$ cat src/rtl/mem_access_ctrl_if.sv
// Data-memory bus between the memory-stage access controller and a multi-cycle memory.
//   mem_en      : request strobe, held while the memory reports stall
//   mem_wr      : 1 = write, 0 = read; valid with mem_en
//   mem_addr    : request byte address
//   mem_dataIn  : store data
//   mem_stall   : memory cannot accept a request this cycle
//   mem_done    : memory completed the outstanding request
//   mem_dataOut : read data, valid with mem_done
interface mem_access_ctrl_if;
  logic        mem_en;
  logic        mem_wr;
  logic [15:0] mem_addr;
  logic [15:0] mem_dataIn;
  logic        mem_stall;
  logic        mem_done;
  logic [15:0] mem_dataOut;

  modport master (
    output mem_en,
    output mem_wr,
    output mem_addr,
    output mem_dataIn,
    input  mem_stall,
    input  mem_done,
    input  mem_dataOut
  );

  modport slave (
    input  mem_en,
    input  mem_wr,
    input  mem_addr,
    input  mem_dataIn,
    output mem_stall,
    output mem_done,
    output mem_dataOut
  );
endinterface

$ cat src/rtl/mem_access_ctrl.sv
// Memory-stage access sequencer for the 5-stage pipeline.
// Watches the XM pipeline register. For each aligned load/store it issues a request to a
// stallable multi-cycle data memory, holds the front of the pipeline until the memory
// completes (or times out) and then hands the load data to the MW stage for one cycle.
// Ports:
//   clk, rst       : clock, synchronous active-low reset
//   XM_memRead     : load in memory stage
//   XM_memWrite    : store in memory stage (wins if both are set)
//   XM_aluOut      : byte address
//   XM_writeData   : store data
//   mem            : memory bus (master side)
//   pipe_stall     : holds FD/DX/XM and bubbles MW
//   rd_valid       : rd_data valid for MW (one cycle)
//   rd_data        : captured load data (16'hFFFF after a timeout)
//   err_unaligned  : odd address on an access, no request issued
//   err_timeout    : memory timed out (one cycle)
//   stall_cnt      : saturating count of pipe_stall cycles
module mem_access_ctrl #(
  parameter int unsigned TIMEOUT_CYC = 16  // legal range 2..255
) (
  input  logic                     clk,
  input  logic                     rst,
  input  logic                     XM_memRead,
  input  logic                     XM_memWrite,
  input  logic [15:0]              XM_aluOut,
  input  logic [15:0]              XM_writeData,
  mem_access_ctrl_if.master        mem,
  output logic                     pipe_stall,
  output logic                     rd_valid,
  output logic [15:0]              rd_data,
  output logic                     err_unaligned,
  output logic                     err_timeout,
  output logic [15:0]              stall_cnt
);

  // Counter value in the WAIT cycle whose increment would reach TIMEOUT_CYC-1.
  localparam logic [7:0] WaitLast = 8'(TIMEOUT_CYC - 2);

  typedef enum logic [1:0] {StIdle, StReq, StWait, StResp} state_e;

  state_e      state_q, state_d;
  logic [15:0] addr_q, addr_d;
  logic [15:0] wdata_q, wdata_d;
  logic        wr_q, wr_d;
  logic [15:0] rd_data_q, rd_data_d;
  logic [7:0]  wait_cnt_q, wait_cnt_d;
  logic        timeout_q, timeout_d;
  logic [15:0] stall_cnt_q, stall_cnt_d;

  logic acc;
  logic idle_accept;

  always_comb begin
    acc         = XM_memRead | XM_memWrite;
    idle_accept = (state_q == StIdle) && acc && !XM_aluOut[0];

    state_d    = state_q;
    addr_d     = addr_q;
    wdata_d    = wdata_q;
    wr_d       = wr_q;
    rd_data_d  = rd_data_q;
    wait_cnt_d = wait_cnt_q;
    timeout_d  = timeout_q;

    unique case (state_q)
      StIdle: begin
        if (idle_accept) begin
          addr_d  = XM_aluOut;
          wdata_d = XM_writeData;
          wr_d    = XM_memWrite;
          state_d = StReq;
        end
      end
      StReq: begin
        // Request stays pending while the memory stalls.
        if (!mem.mem_stall) begin
          wait_cnt_d = 8'd0;
          state_d    = StWait;
        end
      end
      StWait: begin
        if (mem.mem_done) begin
          if (!wr_q) rd_data_d = mem.mem_dataOut;
          state_d = StResp;
        end else begin
          wait_cnt_d = wait_cnt_q + 8'd1;
          if (wait_cnt_q == WaitLast) begin
            rd_data_d = 16'hFFFF;
            timeout_d = 1'b1;
            state_d   = StResp;
          end
        end
      end
      StResp: begin
        // XM advances this cycle, so acc is not looked at here.
        timeout_d = 1'b0;
        state_d   = StIdle;
      end
      default: state_d = StIdle;
    endcase

    pipe_stall  = idle_accept || (state_q == StReq) || (state_q == StWait);
    stall_cnt_d = (pipe_stall && (stall_cnt_q != 16'hFFFF)) ? stall_cnt_q + 16'd1 : stall_cnt_q;

    rd_valid      = (state_q == StResp) && !wr_q;
    err_timeout   = (state_q == StResp) && timeout_q;
    err_unaligned = (state_q == StIdle) && acc && XM_aluOut[0];
  end

  always_ff @(posedge clk) begin
    if (!rst) begin
      state_q     <= StIdle;
      addr_q      <= 16'd0;
      wdata_q     <= 16'd0;
      wr_q        <= 1'b0;
      rd_data_q   <= 16'd0;
      wait_cnt_q  <= 8'd0;
      timeout_q   <= 1'b0;
      stall_cnt_q <= 16'd0;
    end else begin
      state_q     <= state_d;
      addr_q      <= addr_d;
      wdata_q     <= wdata_d;
      wr_q        <= wr_d;
      rd_data_q   <= rd_data_d;
      wait_cnt_q  <= wait_cnt_d;
      timeout_q   <= timeout_d;
      stall_cnt_q <= stall_cnt_d;
    end
  end

  assign mem.mem_en     = (state_q == StReq);
  assign mem.mem_wr     = wr_q;
  assign mem.mem_addr   = addr_q;
  assign mem.mem_dataIn = wdata_q;
  assign rd_data        = rd_data_q;
  assign stall_cnt      = stall_cnt_q;

endmodule

$ cat src/flat_wrapper.sv
// flat-port wrapper written by rule: the top's interface ports become plain ports
module mem_access_ctrl_flat 
#(
  parameter int unsigned TIMEOUT_CYC = 16                       
)
  (clk, rst, XM_memRead, XM_memWrite, XM_aluOut, XM_writeData, pipe_stall, rd_valid, rd_data, err_unaligned, err_timeout, stall_cnt, mem_mem_en, mem_mem_wr, mem_mem_addr, mem_mem_dataIn, mem_mem_stall, mem_mem_done, mem_mem_dataOut);
  mem_access_ctrl_if mem_i ();
  input  logic clk;
  input  logic rst;
  input  logic XM_memRead;
  input  logic XM_memWrite;
  input  logic [15:0] XM_aluOut;
  input  logic [15:0] XM_writeData;
  output logic pipe_stall;
  output logic rd_valid;
  output logic [15:0] rd_data;
  output logic err_unaligned;
  output logic err_timeout;
  output logic [15:0] stall_cnt;
  output wire logic [$bits(mem_i.mem_en)-1:0] mem_mem_en;
  output wire logic [$bits(mem_i.mem_wr)-1:0] mem_mem_wr;
  output wire logic [$bits(mem_i.mem_addr)-1:0] mem_mem_addr;
  output wire logic [$bits(mem_i.mem_dataIn)-1:0] mem_mem_dataIn;
  input wire logic [$bits(mem_i.mem_stall)-1:0] mem_mem_stall;
  input wire logic [$bits(mem_i.mem_done)-1:0] mem_mem_done;
  input wire logic [$bits(mem_i.mem_dataOut)-1:0] mem_mem_dataOut;
  assign mem_mem_en = mem_i.mem_en;
  assign mem_mem_wr = mem_i.mem_wr;
  assign mem_mem_addr = mem_i.mem_addr;
  assign mem_mem_dataIn = mem_i.mem_dataIn;
  assign mem_i.mem_stall = mem_mem_stall;
  assign mem_i.mem_done = mem_mem_done;
  assign mem_i.mem_dataOut = mem_mem_dataOut;
  mem_access_ctrl #(.TIMEOUT_CYC(TIMEOUT_CYC)) u_core (.clk(clk), .rst(rst), .XM_memRead(XM_memRead), .XM_memWrite(XM_memWrite), .XM_aluOut(XM_aluOut), .XM_writeData(XM_writeData), .mem(mem_i), .pipe_stall(pipe_stall), .rd_valid(rd_valid), .rd_data(rd_data), .err_unaligned(err_unaligned), .err_timeout(err_timeout), .stall_cnt(stall_cnt));
endmodule
$ cat config.mk
export PLATFORM = sky130hd
export DESIGN_NAME = mem_access_ctrl_flat
export DESIGN_NICKNAME = d
export VERILOG_FILES = /design/src/rtl/mem_access_ctrl_if.sv /design/src/rtl/mem_access_ctrl.sv /design/src/flat_wrapper.sv
export SDC_FILE = /design/constraint.sdc
export NUM_CORES = 1
export LEC_CHECK = 0
export CAP_MARGIN = 5
export CORE_MARGIN = 1
export CORE_UTILIZATION = 48
export CTS_BUF_LIST = sky130_fd_sc_hd__clkbuf_2
export CTS_CLUSTER_SIZE = 30
export DETAILED_ROUTE_END_ITERATION = 12
export PLACE_DENSITY_LB_ADDON = 0.05
export SETUP_SLACK_MARGIN = 0.05
export SKIP_CTS_REPAIR_TIMING = 1
export SYNTH_ARGS = -nofsm -noshare
export SYNTH_HDL_FRONTEND = slang
export SYNTH_SLANG_ARGS = --single-unit
$ cat constraint.sdc
create_clock -name clk -period 4.1 [get_ports clk]
set_clock_uncertainty 0.2 [all_clocks]
set_input_delay 0.41 -clock clk [delete_from_list [all_inputs] [get_ports clk]]
set_output_delay 0.41 -clock clk [all_outputs]
set_load 0.02 [all_outputs]
==> impl_metrics.csv, run 1 <==
group,metric,value,unit
outcome,status,"finished clean",
timing,hold_viol,0,
global_routing,grtUsageTotal,23.0,%
setup_path,crit_fanout,15,
setup_path,cpPeakStageDelay,0.55,ns
cts,cts_max_path_buffers,2,
cts,cts_tree,"yes",
cts,path_clk_slew,0.22,ns
setup_path,r2r_start,"u_core.state_q[0]",
yosys,yosysSeqAreaShare,48.4,%
yosys,yosysTopAreaCell,"dfxtp_1",
timing,rsz0062_at_grt,"false",
setup_path,cp.required,3.49,ns
setup_path,crit_end,"pipe_stall",
finish,final_cells,554,
timing,whs,0.216,ns
yosys,synth-edff-count,0,
yosys,ys_ff_latch,76,
power_and_ir_drop,power.density,479,nW/um^2
floorplanning,initial_core_util,49.5,%
setup_path,critPathArrivalTime,2.58,ns
power_and_ir_drop,total_leakage_power,1.68,nW
yosys,synthCells,354,
setup_path,crit_buf_inv,3,
placement,gp_congestion,0.803,
finish,antenna_cells,0,
finish,fill_cells,504,
yosys,postSynthAreaPerCell,8.88,um^2
finish,nets,535,
setup_path,crit_type,"flip-flop to output port",
finish,layout-drive-gt1-share,9.22,%
floorplanning,die_h,82.9,um
setup_path,crit_cells,6,
placement,place_area,4420,um^2
setup_path,crit_slowest_cell,"clkdlybuf4s50_1",
finish,final_common_cell,"clkdlybuf4s50_1",
global_routing,grt_pass1_wl,13000,um
route,drt-wirelength-per-cell,13.7,um
cts,insertion_delay,0.50,ns
setup_path,startpoint,"u_core.state_q[0]",
floorplanning,die_w,82.9,um
yosys,synth_top_area_share,48.4,%
yosys,syn_nets,416,
finish,mostFrequentLayoutCells,"clkdlybuf4s50_1, dfxtp_1, nand2_1",
timing,slew_viol_final,0,
route,drt-total-wl,7610,um
timing,fin_setup_tns,0,ns
route,routed-via-count,2906,
finish,area_growth,45.7,%
global_routing,grt_pass1_vias,2813,
placement,portBuffers,123,
yosys,synth_area_leaders,"dfxtp_1, nand2_1, a21oi_1",
cts,numCtsBuffers,9,
global_routing,antenna_found_initial,0,
route,drc_errors,0,
floorplanning,rows,29,
floorplanning,die-area,6870,um^2
global_routing,grt_overflow,0,
setup_path,crit_chain,"inv_1 > ha_1 > o21ai_1 > o21a_1 > inv_1 > clkdlybuf4s50_1",
timing,fmax,313,MHz
floorplanning,core_area,6350,um^2
timing,finalSetupViolCount,0,
yosys,syn-cell-area,3140,um^2
worst_hold_path,hold_path.class,"input pin to flip-flop",
setup_path,endpoint_kind,"output port",
placement,dp.cells,539,
route,vias_per_cell,5.25,
cts,htreeDepth,3,
route,antenna_left,0,
yosys,synth_async_sr_flop_share,0,%
placement,place_hpwl,5420,um
timing,tightest_slew,1.18,ns
setup_path,start_kind,"flip-flop",
timing,max_slew_margin,21.5,%
yosys,synth.yosys.warnings,0,
power_and_ir_drop,peakVddDrop,0.342,mV
finish,fin_area,4580,um^2
timing,fin_crit_sh,77.9,%
yosys,synth_ff_type,"dfxtp_1",
setup_path,cp_common_cell,"inv_1",
cts,root_buffer,"clkbuf_2",
setup_path,cp_top_family,"buffers and inverters",
route,first_pass_iters,4,
flow_run,maxCapViolCount,0,
yosys,synth_cell_types,45,
route,drt_iter0_drc,122,
setup_path,rrSetupSlack,1.81,ns
timing,min_period,3.19,ns
setup_path,reg2reg_depth,7,
setup_path,r2r_end,"u_core.stall_cnt[8]",
cts,cts.sinks,76,
global_routing,grt_max_degree,37,
floorplanning,ios,124,
[registers in the layout, indices dropped and copies added, names as in the netlist]
register / flops
u_core.mem.mem_addr: 16
u_core.wait_cnt_q: 8
u_core.stall_cnt: 16
u_core.mem.mem_wr: 1
u_core.state_q: 2
u_core.timeout_q: 1
u_core.rd_data: 16
u_core.mem.mem_dataIn: 16
[cell families after synthesis]
| kind of cell | after synthesis | share of synthesized area, % |
|---|---|---|
| AO/OA/AOI/OAI | 73 | 17.0 |
| XOR/XNOR | 16 | 4.46 |
| adder cells (fa/ha/maj) | 8 | 3.19 |
| buffers and inverters | 30 | 3.86 |
| flip-flops | 76 | 48.4 |
| multiplexers | 3 | 0.956 |
| AND/OR/NAND/NOR | 148 | 22.1 |
[synthesized netlist by cell type, types with 2 or more instances]
cell type,instances
a21oi_1,37
o21ai_0,2
o221a_2,16
dfxtp_1,76
nor4b_1,3
xnor2_1,12
nor3_1,6
nor2_1,26
inv_1,11
clkbuf_1,16
nand4_1,3
nand2_1,75
or2_2,2
xor2_1,4
nand2b_1,5
ha_1,8
mux2i_1,3
a211oi_2,2
and3_1,5
nand3_1,11
nand4b_1,2
a211oi_1,6
[where the power goes]
part	total, mW	internal (mW)	switching (mW)	leakage (nW)
logic	0.772	0.348	0.424	0.976
clock network	0.528	0.262	0.265	0.0904
registers	0.892	0.834	0.0589	0.618
total	2.19	1.44	0.749	1.68
[worst reg2reg max path, cell delays in order, from the launching register on]
cell and delay [ns]:
dfxtp_1 0.42, inv_1 0.10, ha_1 0.22, o21ai_1 0.18, o21a_1 0.54, and4bb_1 0.27, xnor2_1 0.16, nor2_1 0.06
[worst min-delay path by stage]
stage / from / slack [ns] / endpoint / cells after the start
floorplan: u_core.timeout_q / 0.26 / u_core.timeout_q / 2
CTS: XM_writeData[6] / 0.18 / u_core.mem.mem_dataIn[6] / 3
detailed placement: u_core.mem.mem_addr[6] / 0.25 / u_core.mem.mem_addr[6] / 2
global route: XM_aluOut[2] / 0.16 / u_core.mem.mem_addr[2] / 3
finish: XM_writeData[6] / 0.22 / u_core.mem.mem_dataIn[6] / 3
global placement: u_core.mem.mem_addr[2] / 0.24 / u_core.mem.mem_addr[2] / 2
[final cells by class]
type / instances / area (um^2) / share of cell area [%]
well taps: 77 / 96.3 / 2.10
inverters: 11 / 41.3 / 0.902
clock inverters: 6 / 111 / 2.43
repair buffers: 127 / 1260 / 27.5
multi-input cells: 248 / 1500 / 32.8
clock buffers: 9 / 45.0 / 0.984
flip-flops and latches: 76 / 1520 / 33.2
[metal layers]
layer	wire length (um)	GRT usage, %	vias to the layer above
met1	3330	29.0	1358
li1	-	-	1462
met4	71	9.09	0
met2	3730	36.8	81
met3	486	6.86	5
met5	0	0	-
[through the flow]
stage               util [%]  power [mW]  setup WS, ns
CTS                     72.1        2.21         0.867
floorplan                  -        1.36          2.14
detailed placement      69.6        1.68          1.20
finish                  72.1        2.19         0.905
global placement        69.6        1.67          1.21
global route            72.1        2.32         0.675
Note: power is estimated with default switching activity, not from simulation.
==> run 2, diff against run 1 <==
--- a/config.mk
+++ b/config.mk
@@ -7,7 +7,7 @@
 export LEC_CHECK = 0
 export CAP_MARGIN = 5
 export CORE_MARGIN = 1
-export CORE_UTILIZATION = 48
+export CORE_UTILIZATION = 40
 export CTS_BUF_LIST = sky130_fd_sc_hd__clkbuf_2
 export CTS_CLUSTER_SIZE = 30
 export DETAILED_ROUTE_END_ITERATION = 12
==> constraint.sdc (replaced) <==
create_clock -name clk -period 2.6 [get_ports clk]
set_clock_uncertainty 0.2 [all_clocks]
set_input_delay 0.26 -clock clk [delete_from_list [all_inputs] [get_ports clk]]
set_output_delay 0.26 -clock clk [all_outputs]
set_load 0.02 [all_outputs]
==> run 2 against run 1 <==
- hold slack lost 0.14 ns
- sequential share of layout area fell by 0.46 points
- non-clock buffer count increased by 4
- core utilization down 9.3 points
- register-to-register slack lost 1.4 ns
- worst setup slack got worse by 0.64 ns
- sequential cell count did not move
- critical endpoint is now mem_mem_en
==> impl_metrics.csv, run 2 (synthesis gave the netlist of run 1 again) <==
group,metric,value,unit
outcome,status,"finished clean",
finish,antenna_cells,0,
route,drt-total-wl,7600,um
cts,insertion_delay,0.50,ns
placement,place_area,4500,um^2
timing,max_slew_margin,62.4,%
floorplanning,initial_core_util,42.4,%
floorplanning,die_w,90.6,um
route,drc_errors,0,
setup_path,endpoint_kind,"output port",
floorplanning,die-area,8210,um^2
finish,fin_area,4650,um^2
cts,cts_max_path_buffers,2,
timing,finalSetupViolCount,0,
finish,layout-drive-gt1-share,11.0,%
timing,slew_viol_final,0,
placement,portBuffers,123,
cts,cts.sinks,76,
power_and_ir_drop,power.density,732,nW/um^2
timing,rsz0062_at_grt,"false",
floorplanning,die_h,90.6,um
timing,tightest_slew,0.560,ns
finish,mostFrequentLayoutCells,"clkdlybuf4s50_1, nand2_1, dfxtp_1",
finish,nets,539,
global_routing,grt_pass1_wl,12700,um
global_routing,antenna_found_initial,0,
flow_run,maxCapViolCount,0,
global_routing,grtUsageTotal,19.1,%
worst_hold_path,hold_path.class,"input pin to flip-flop",
finish,area_growth,48.0,%
cts,cts_tree,"yes",
setup_path,crit_fanout,5,
route,antenna_left,0,
route,first_pass_iters,7,
setup_path,cp_top_family,"buffers and inverters",
power_and_ir_drop,peakVddDrop,0.428,mV
global_routing,grt_max_degree,29,
setup_path,crit_slowest_cell,"clkdlybuf4s50_1",
route,routed-via-count,2881,
timing,fin_setup_tns,0,ns
route,drt-wirelength-per-cell,13.1,um
timing,min_period,2.33,ns
setup_path,start_kind,"flip-flop",
setup_path,cp.required,2.14,ns
power_and_ir_drop,total_leakage_power,1.73,nW
timing,fmax,428,MHz
placement,gp_congestion,0.797,
timing,hold_viol,0,
route,drt_iter0_drc,99,
placement,place_hpwl,5470,um
floorplanning,core_area,7410,um^2
setup_path,crit_type,"flip-flop to output port",
cts,numCtsBuffers,9,
finish,postLayoutCoreUtil,62.8,%
floorplanning,ios,124,
finish,final_common_cell,"clkdlybuf4s50_1",
setup_path,crit_buf_inv,2,
timing,fin_crit_sh,89.8,%
setup_path,critPathArrivalTime,1.87,ns
global_routing,grt_overflow,0,
cts,path_clk_slew,0.22,ns
cts,htreeDepth,3,
setup_path,crit_chain,"inv_1 > ha_1 > clkdlybuf4s50_1",
route,vias_per_cell,4.96,
global_routing,grt_pass1_vias,2712,
setup_path,cpPeakStageDelay,0.65,ns
floorplanning,rows,31,
cts,root_buffer,"clkbuf_2",
## run 2: path summary, 6_finish.rpt
| check | slack (ns) | cells after the start | to | startpoint |
|---|---|---|---|---|
| setup / recovery | 0.27 | 3 | mem_mem_en | u_core.state_q[1] |
| hold / removal | 0.07 | 3 | u_core.mem.mem_addr[15] | XM_aluOut[15] |
| setup reg to reg | 0.38 | 8 | u_core.stall_cnt[15] | u_core.state_q[0] |
| hold reg to reg | 0.27 | 2 | u_core.mem.mem_dataIn[2] | u_core.mem.mem_dataIn[2] |
## run 2: tightest hold or removal path, stage by stage
cell             delay [ns]
clkdlybuf4s50_1        0.40
nand2_1                0.06
a21oi_1                0.05
## run 2: layer usage
metal	GRT usage, %	up-vias	routed length (um)
met4	8.06	0	115
li1	-	1465	-
met5	0	-	0
met2	30.1	89	3400
met3	5.56	9	557
met1	24.4	1318	3530
## run 2: cell type report
| class | count | area [um^2] |
|---|---|---|
| Fill cell | 640 | 2760 |
| Clock inverter | 7 | 91.3 |
| Multi-Input combinational cell | 248 | 1500 |
| Timing Repair Buffer | 131 | 1320 |
| Clock buffer | 9 | 45.0 |
| Tap cell | 99 | 124 |
| Inverter | 11 | 41.3 |
| Sequential cell | 76 | 1520 |
## run 2: power breakdown
group | switching [mW] | internal (mW) | leakage, nW
Clock | 0.422 | 0.315 | 0.0816
Combinational | 0.677 | 0.583 | 1.03
Sequential | 0.0914 | 1.32 | 0.618
## run 2: metrics by stage
stage | power, mW | std cells | hold WS, ns | setup WS (ns)
6_report | 3.41 | 581 | 0.0719 | 0.266
4_1_cts | 3.45 | 581 | 0.0299 | -0.209
3_5_place_dp | 2.70 | 565 | 0.247 | 0.257
2_1_floorplan | 2.14 | 354 | 0.196 | 0.643
5_1_grt | 3.62 | 581 | 0.0275 | 0.163
3_3_place_gp | 2.69 | 565 | 0.241 | 0.320
